$ cat config.mk
export PLATFORM = sky130hd
export DESIGN_NAME = keypad_scan
export DESIGN_NICKNAME = d
export VERILOG_FILES = /design/src/rtl/keypad_pkg.sv /design/src/rtl/key_fifo.sv /design/src/rtl/keypad_scan.sv
export SDC_FILE = /design/constraint.sdc
export NUM_CORES = 1
export LEC_CHECK = 0
export BUFFER_PORTS_ARGS = -buffer_cell sky130_fd_sc_hd__buf_2
export CAP_MARGIN = 10
export CORE_MARGIN = 3
export CORE_UTILIZATION = 60
export CTS_CLUSTER_SIZE = 14
export DETAILED_ROUTE_END_ITERATION = 10
export PLACE_DENSITY = 0.82
export SYNTH_ARGS = -nofsm -noshare
export SYNTH_HDL_FRONTEND = slang
export SYNTH_SLANG_ARGS = --single-unit
$ cat constraint.sdc
create_clock -name clk -period 5.6 [get_ports clk]
set_input_delay 0.84 -clock clk [delete_from_list [all_inputs] [get_ports clk]]
set_output_delay 0.84 -clock clk [all_outputs]
set_load 0.02 [all_outputs]
$ cat src/rtl/keypad_pkg.sv
// keypad_pkg: shared constants and types for the matrix keypad scanner.
//   KEY_CODE_W  width of a key code (row*4 + col)
//   ROWS/COLS   keypad matrix geometry
//   scan_res_t  outcome of one full scan: no key, exactly one key, or several
package keypad_pkg;

    localparam int KEY_CODE_W = 4;
    localparam int ROWS       = 4;
    localparam int COLS       = 4;

    typedef enum logic [1:0] {
        SCAN_NONE  = 2'd0,
        SCAN_ONE   = 2'd1,
        SCAN_MULTI = 2'd2
    } scan_kind_t;

    // code is only meaningful for SCAN_ONE and is kept at 0 otherwise, so
    // whole-struct equality can be used to compare scan results.
    typedef struct packed {
        scan_kind_t            kind;
        logic [KEY_CODE_W-1:0] code;
    } scan_res_t;

    localparam scan_res_t RES_NONE = '{kind: SCAN_NONE, code: '0};

endpackage

$ cat src/rtl/key_fifo.sv
// key_fifo: small synchronous FIFO for debounced key codes.
//   clk, rst   clock and synchronous active-high reset
//   push_i     write din_i (ignored when full unless a pop happens the same cycle)
//   pop_i      drop the head entry (ignored when empty)
//   din_i      data to write
//   head_o     head entry, read combinationally (undefined when empty)
//   full_o     FIFO holds DEPTH entries
//   empty_o    FIFO holds no entries
// DEPTH must be a power of two and at least 2 so the pointers wrap naturally.
module key_fifo #(
    parameter int DEPTH = 4,
    parameter int WIDTH = 4
) (
    input  logic             clk,
    input  logic             rst,
    input  logic             push_i,
    input  logic             pop_i,
    input  logic [WIDTH-1:0] din_i,
    output logic [WIDTH-1:0] head_o,
    output logic             full_o,
    output logic             empty_o
);

    localparam int PTR_W = $clog2(DEPTH);
    localparam int CNT_W = PTR_W + 1;

    logic [WIDTH-1:0] mem_q [DEPTH];
    logic [PTR_W-1:0] wr_ptr_q, wr_ptr_d;
    logic [PTR_W-1:0] rd_ptr_q, rd_ptr_d;
    logic [CNT_W-1:0] count_q, count_d;
    logic             do_push, do_pop;

    assign empty_o = (count_q == '0);
    assign full_o  = (count_q == CNT_W'(DEPTH));
    assign head_o  = mem_q[rd_ptr_q];

    // A pop frees a slot in the same cycle, so a push into a full FIFO is
    // accepted when it coincides with a pop.
    assign do_pop  = pop_i & ~empty_o;
    assign do_push = push_i & (~full_o | do_pop);

    always_comb begin
        wr_ptr_d = wr_ptr_q;
        rd_ptr_d = rd_ptr_q;
        count_d  = count_q;
        if (do_push) begin
            wr_ptr_d = wr_ptr_q + 1'b1;
        end
        if (do_pop) begin
            rd_ptr_d = rd_ptr_q + 1'b1;
        end
        if (do_push && !do_pop) begin
            count_d = count_q + 1'b1;
        end else if (do_pop && !do_push) begin
            count_d = count_q - 1'b1;
        end
    end

    always_ff @(posedge clk) begin
        if (rst) begin
            wr_ptr_q <= '0;
            rd_ptr_q <= '0;
            count_q  <= '0;
        end else begin
            wr_ptr_q <= wr_ptr_d;
            rd_ptr_q <= rd_ptr_d;
            count_q  <= count_d;
        end
    end

    // Storage is not reset; the pointers and count define what is valid.
    always_ff @(posedge clk) begin
        if (do_push) begin
            mem_q[wr_ptr_q] <= din_i;
        end
    end

endmodule

$ cat src/rtl/keypad_scan.sv
// keypad_scan: 4x4 matrix keypad scanner with whole-scan debounce and a
// key-code queue for the CPU bus glue.
//   clk          system clock
//   rst          synchronous active-high reset
//   row_o        row drive, active-low one-hot
//   col_i        raw column inputs, active-low, asynchronous
//   rd_en_i      pop the head key code
//   clr_ovf_i    clear overflow_o
//   key_code_o   head key code (row*4+col), 0 when the queue is empty
//   key_valid_o  queue non-empty
//   key_held_o   debounced state is exactly one key down
//   overflow_o   sticky: a key code was dropped because the queue was full
module keypad_scan
    import keypad_pkg::*;
#(
    parameter int SCAN_DIV       = 1000,
    parameter int DEBOUNCE_SCANS = 4,
    parameter int FIFO_DEPTH     = 4
) (
    input  logic                  clk,
    input  logic                  rst,
    output logic [ROWS-1:0]       row_o,
    input  logic [COLS-1:0]       col_i,
    input  logic                  rd_en_i,
    input  logic                  clr_ovf_i,
    output logic [KEY_CODE_W-1:0] key_code_o,
    output logic                  key_valid_o,
    output logic                  key_held_o,
    output logic                  overflow_o
);

    localparam int DIV_W  = $clog2(SCAN_DIV);
    localparam int STAB_W = $clog2(DEBOUNCE_SCANS + 1);
    localparam logic [STAB_W-1:0] STAB_MAX = STAB_W'(DEBOUNCE_SCANS);

    // Column synchronizer
    logic [COLS-1:0] col_meta_q, col_s_q;

    // Row scanning
    logic [DIV_W-1:0] div_cnt_q, div_cnt_d;
    logic [1:0]       row_idx_q, row_idx_d;
    logic             sample_en, scan_done;

    // Per-scan accumulation: low columns seen so far (saturating at 2) and
    // the code of the first one.
    logic [1:0]            acc_cnt_q, acc_cnt_d;
    logic [KEY_CODE_W-1:0] acc_code_q, acc_code_d;
    logic [2:0]            row_lows;
    logic [1:0]            row_col;
    logic [1:0]            base_cnt;
    logic [KEY_CODE_W-1:0] base_code;
    logic [2:0]            lows_sum;
    logic [1:0]            scan_cnt;
    logic [KEY_CODE_W-1:0] scan_code;
    scan_res_t             scan_res;

    // Debounce and committed state
    scan_res_t          cand_q, cand_d;
    scan_res_t          comm_q, comm_d;
    logic [STAB_W-1:0]  stab_q, stab_d;
    logic               push;

    // Queue and overflow
    logic [KEY_CODE_W-1:0] fifo_head;
    logic                  fifo_full, fifo_empty;
    logic                  ovf_set;
    logic                  overflow_q, overflow_d;

    assign sample_en = (div_cnt_q == DIV_W'(SCAN_DIV - 1));
    assign scan_done = sample_en && (row_idx_q == 2'd3);

    always_comb begin
        div_cnt_d = sample_en ? '0 : div_cnt_q + 1'b1;
        row_idx_d = sample_en ? row_idx_q + 2'd1 : row_idx_q;
    end

    // Count low columns on the currently driven row and remember which one.
    always_comb begin
        row_lows = '0;
        row_col  = '0;
        for (int c = 0; c < COLS; c++) begin
            if (!col_s_q[c]) begin
                row_lows = row_lows + 3'd1;
                row_col  = 2'(c);
            end
        end
    end

    // Row 0 starts a fresh scan, so the accumulator from the previous scan is
    // ignored there instead of being cleared separately.
    always_comb begin
        base_cnt  = (row_idx_q == 2'd0) ? 2'd0 : acc_cnt_q;
        base_code = (row_idx_q == 2'd0) ? '0 : acc_code_q;
        lows_sum  = {1'b0, base_cnt} + row_lows;
        scan_cnt  = (lows_sum >= 3'd2) ? 2'd2 : lows_sum[1:0];
        scan_code = (base_cnt == 2'd0 && row_lows == 3'd1) ? {row_idx_q, row_col} : base_code;
        acc_cnt_d  = sample_en ? scan_cnt : acc_cnt_q;
        acc_code_d = sample_en ? scan_code : acc_code_q;
        scan_res   = RES_NONE;
        if (scan_cnt == 2'd1) begin
            scan_res = '{kind: SCAN_ONE, code: scan_code};
        end else if (scan_cnt == 2'd2) begin
            scan_res = '{kind: SCAN_MULTI, code: '0};
        end
    end

    // Debounce: scan_res is complete in the row-3 sample cycle, so the
    // candidate, the committed state and the push all resolve in that cycle.
    always_comb begin
        cand_d = cand_q;
        stab_d = stab_q;
        comm_d = comm_q;
        if (scan_done) begin
            if (scan_res == cand_q) begin
                if (stab_q != STAB_MAX) begin
                    stab_d = stab_q + 1'b1;
                end
            end else begin
                cand_d = scan_res;
                stab_d = STAB_W'(1);
            end
            // MULTI never commits; the previous committed state holds.
            if (stab_d == STAB_MAX && cand_d.kind != SCAN_MULTI) begin
                comm_d = cand_d;
            end
        end
        push = scan_done && (comm_d.kind == SCAN_ONE) && (comm_d != comm_q);
    end

    // When full, a pop (rd_en_i) makes room in the same cycle.
    assign ovf_set    = push & fifo_full & ~rd_en_i;
    assign overflow_d = ovf_set | (overflow_q & ~clr_ovf_i);

    always_ff @(posedge clk) begin
        if (rst) begin
            col_meta_q <= '1;
            col_s_q    <= '1;
            div_cnt_q  <= '0;
            row_idx_q  <= '0;
            acc_cnt_q  <= '0;
            acc_code_q <= '0;
            cand_q     <= RES_NONE;
            stab_q     <= '0;
            comm_q     <= RES_NONE;
            overflow_q <= 1'b0;
        end else begin
            col_meta_q <= col_i;
            col_s_q    <= col_meta_q;
            div_cnt_q  <= div_cnt_d;
            row_idx_q  <= row_idx_d;
            acc_cnt_q  <= acc_cnt_d;
            acc_code_q <= acc_code_d;
            cand_q     <= cand_d;
            stab_q     <= stab_d;
            comm_q     <= comm_d;
            overflow_q <= overflow_d;
        end
    end

    key_fifo #(
        .DEPTH (FIFO_DEPTH),
        .WIDTH (KEY_CODE_W)
    ) u_fifo (
        .clk     (clk),
        .rst     (rst),
        .push_i  (push),
        .pop_i   (rd_en_i),
        .din_i   (comm_d.code),
        .head_o  (fifo_head),
        .full_o  (fifo_full),
        .empty_o (fifo_empty)
    );

    assign row_o       = ~(ROWS'(1) << row_idx_q);
    assign key_code_o  = fifo_empty ? '0 : fifo_head;
    assign key_valid_o = ~fifo_empty;
    assign key_held_o  = (comm_q.kind == SCAN_ONE);
    assign overflow_o  = overflow_q;

endmodule

==> impl_metrics.tcl <==
set metrics [dict create \
    grt_start_max_net_pins 43 \
    io_buffers 18 \
    hold_class "flip-flop to flip-flop" \
    slew_viol_final 0 \
    path_delay_family "adder cells" \
    rsz0062_at_grt "no" \
    synthCells 357 \
    period_share_pct 95.2 \
    synthMuxAreaShare_pct 9.00 \
    ys.flop_type "dfxtp_1" \
    cp_max_fo 10 \
    antenna_found_initial 0 \
    clk_pin_slew_ns 0.07 \
    hold_violations 0 \
    globalplace.congestion 0.892 \
    place_inst 440 \
    first_iter_violations 194 \
    drtAntennaViolNets 0 \
    yosys-top-cells-count "dfxtp_1, nor2_1, nand2_1" \
    switching_share_pct 25.3 \
    viasPerCell 5.61 \
    synth_area_leader_cell "dfxtp_1" \
    power.total_uw 930 \
    worst-path-buf-inv 2 \
    finalCriticalPeriod_ns 5.33 \
    max_freq_mhz 188 \
    netlist_area_sq_mm 0.00352 \
    root_buffer "clkbuf_8" \
    setup_tns_ns 0 \
    postCtsHoldBufs 0 \
    fp.dieW_um 82.6 \
    crit_arrival_ns 5.60 \
    grt_pass1_vias 2549 \
    p_switching_uw 235 \
    ioPinCount 19 \
    row_count 27 \
    slew_headroom_pct 40.9 \
    synth_most_common_cell "dfxtp_1" \
    grt_overflow 0 \
    numCtsBuffers 9 \
    pwr-share-comb_pct 9.6 \
    hold_slack_ns 0.409 \
    cp_slowest_cell "xnor3_1" \
    grt_first_pass_wirelength_mm 11.5 \
    start_kind "flip-flop" \
    leakagePower_uw 0.00148 \
    drive_gt1_share_pct 17.1 \
    p_int_uw 695 \
    instances_no_fill 457 \
    ir_worst_vdd_uv 181 \
    synth_edf_count 16 \
    crit_chain "inv_1 > ha_1 > xnor2_1 > ha_1 > mux2_2 > fa_1 > xnor3_1 > nor3b_1 > o21ai_0 > xor2_1 > nor2b_1 > nand4_1 > nor2_1 > ha_1 > inv_1 > fa_1 > xor2_1 > or3_1 > a21oi_1" \
    finClkSkew_ns 0.0106 \
    h-tree-depth 3 \
    path_class "flip-flop to flip-flop" \
    syn_nets 383 \
    cp_common_cell "ha_1" \
    synth-simple-area-share_pct 22.5 \
    antenna_cells 0 \
    core_area_sq_mm 0.00557 \
    clock_path_buffers 2 \
    cts.sinks 67 \
    cp.required_ns 5.87 \
    clk_latency_ns 0.34 \
    nFillCells 430 \
    synth_top_family_by_area "simple AND/OR/NAND/NOR gates" \
    routed_wl_mm 6.69 \
    setup_viol 0 \
    synth_cell_types 56 \
    dp_hpwl_mm 4.95 \
    dr_total_vias 2566 \
    synth_xor_area_share_pct 6.12 \
    max_stage_delay_ns 0.45 \
    cts_tree "built" \
    synth_top_area_share_pct 29.0 \
    tightest_slew_ns 0.879 \
    die_height_um 82.6 \
    cap_violations 0 \
    track_usage_pct 22.4 \
    synth_area_per_cell_sq_um 9.85 \
    powerDensity_mw_per_mm2 242 \
    syn2layout_area_growth_pct 9.25 \
    wl_per_cell_um 14.6 \
    p_clk_share_pct 36.2 \
    seqPwrFrac_pct 54.2 \
    outcome "finished, final reports clean" \
    drc_errors 0 \
    firstDrtPassIters 4 \
    fin_nets 406 \
    ys_top_cells_by_area "dfxtp_1, edfxtp_1, ha_1" \
    yosys_warnings 0 \
    synth_seq_area_share_pct 42.7 \
    synth_async_sr_flop_share_pct 0 \
    ys_ff_latch 67 \
    cp-end-kind "flip-flop" \
    synth-compound-area-share_pct 9.04 \
    synth-adder-area-share_pct 6.83 \
    dieArea_sq_mm 0.00682 \
    start_util_pct 63.1 \
]
routing by layer:
layer | part of all wire, % | GRT usage, %
met2 | 50 | 37.0
met3 | 4.3 | 6.07
met1 | 44 | 26.6
met4 | 2.4 | 11.6
met5 | 0 | 0
kinds of logic (layout without fill, tap and decap cells):
logic type      after synthesis  count (layout)
compound gates               45              45
xor+xnor                     23              23
fa+ha+maj                    18              18
buf+inv                      32              60
flops                        67              67
mux                          22              22
simple gates                150             150
final timing paths:
path                       startpoint                             end  slack (ns)  cells past startpoint
min reg2reg  col_meta_q[2]$_SDFF_PP1_           col_s_q[2]$_SDFF_PP1_        0.41                      1
max             col_s_q[1]$_SDFF_PP1_  u_fifo.count_q[2]$_SDFFE_PP0P_        0.27                     19
min          col_meta_q[2]$_SDFF_PP1_           col_s_q[2]$_SDFF_PP1_        0.41                      1
max reg2reg     col_s_q[1]$_SDFF_PP1_  u_fifo.count_q[2]$_SDFFE_PP0P_        0.27                     19
registers in the layout, indices dropped and copies added, names as in the netlist, 2 cells and up, named ones only:
signal and count:
col_s_q 4, col_meta_q 4, div_cnt_q 10, acc_cnt_q 2, u_fifo.count_q 3, u_fifo.wr_ptr_q 2, cand_q 6, comm_q 6
acc_code_q 4, stab_q 3, u_fifo.rd_ptr_q 2, u_fifo.mem_q 16, row_idx_q 2
final cells by class:
cell class / instances / area (sq um) / share of cell area [%]
multi-input combinational: 258 / 1880 / 48.9
sequential: 67 / 1500 / 39.1
clock buffer: 9 / 124 / 3.22
inverter: 22 / 82.6 / 2.15
tap: 72 / 90.1 / 2.34
timing repair buffer: 22 / 120 / 3.13
clock inverter: 7 / 43.8 / 1.14
timing repair:
| item | in CTS | in global routing |
|---|---|---|
| buffers inserted | 0 | 1 |
| endpoints found under the hold margin | 0 | 0 |
| resized for setup | 0 | 0 |
| setup endpoints to repair | 0 | 1 |
power groups by stage:
stage / combinational, uW / sequential (uW) / clock [uW]
global placement: 85.9 / 515 / 0
global route: 98.8 / 505 / 366
CTS: 88.7 / 504 / 345
finish: 89.3 / 504 / 337
detailed placement: 88.3 / 515 / 0
floorplan: 71.6 / 513 / 0
worst register-to-register path, stage by stage, from the launching register on:
cell	delay, ns
dfxtp_1	0.36
inv_1	0.05
ha_1	0.39
xnor2_1	0.30
ha_1	0.33
mux2_2	0.29
fa_1	0.41
xnor3_1	0.45
nor3b_1	0.29
o21ai_0	0.29
xor2_1	0.36
nor2b_1	0.20
nand4_1	0.15
nor2_1	0.13
ha_1	0.19
inv_1	0.06
fa_1	0.38
xor2_1	0.18
or3_1	0.33
a21oi_1	0.15
placed cells by master, fill, tap and decap left out, types with 4 or more instances in the layout:
cell type | netlist | routed
clkbuf_8 | 0 | 9
nor2_1 | 48 | 48
and3_1 | 6 | 6
xnor2_1 | 12 | 12
ha_1 | 16 | 16
dfxtp_1 | 51 | 51
edfxtp_1 | 16 | 16
a21oi_1 | 15 | 15
mux2i_1 | 11 | 11
and2_1 | 5 | 5
xor2_1 | 10 | 10
nor2b_1 | 10 | 10
nand2_1 | 24 | 24
or2_2 | 11 | 11
buf_4 | 0 | 4
mux4_2 | 5 | 5
buf_2 | 0 | 18
nor4_1 | 4 | 4
nand3_1 | 17 | 17
a211oi_1 | 4 | 4
o21ai_0 | 7 | 7
inv_1 | 21 | 21
metrics by stage:
| step | setup slack [ns] | cell area (sq um) | util [%] |
|---|---|---|---|
| after floorplan | 0.455 | 3520 | - |
| after global placement | 0.610 | 3670 | 65.8 |
| after detailed placement | 0.304 | 3670 | 65.8 |
| after CTS | 0.251 | 3830 | 68.8 |
| after global routing | 0.0443 | 3840 | 68.9 |
| final | 0.271 | 3840 | 68.9 |
(Power assumes the default switching activity.)
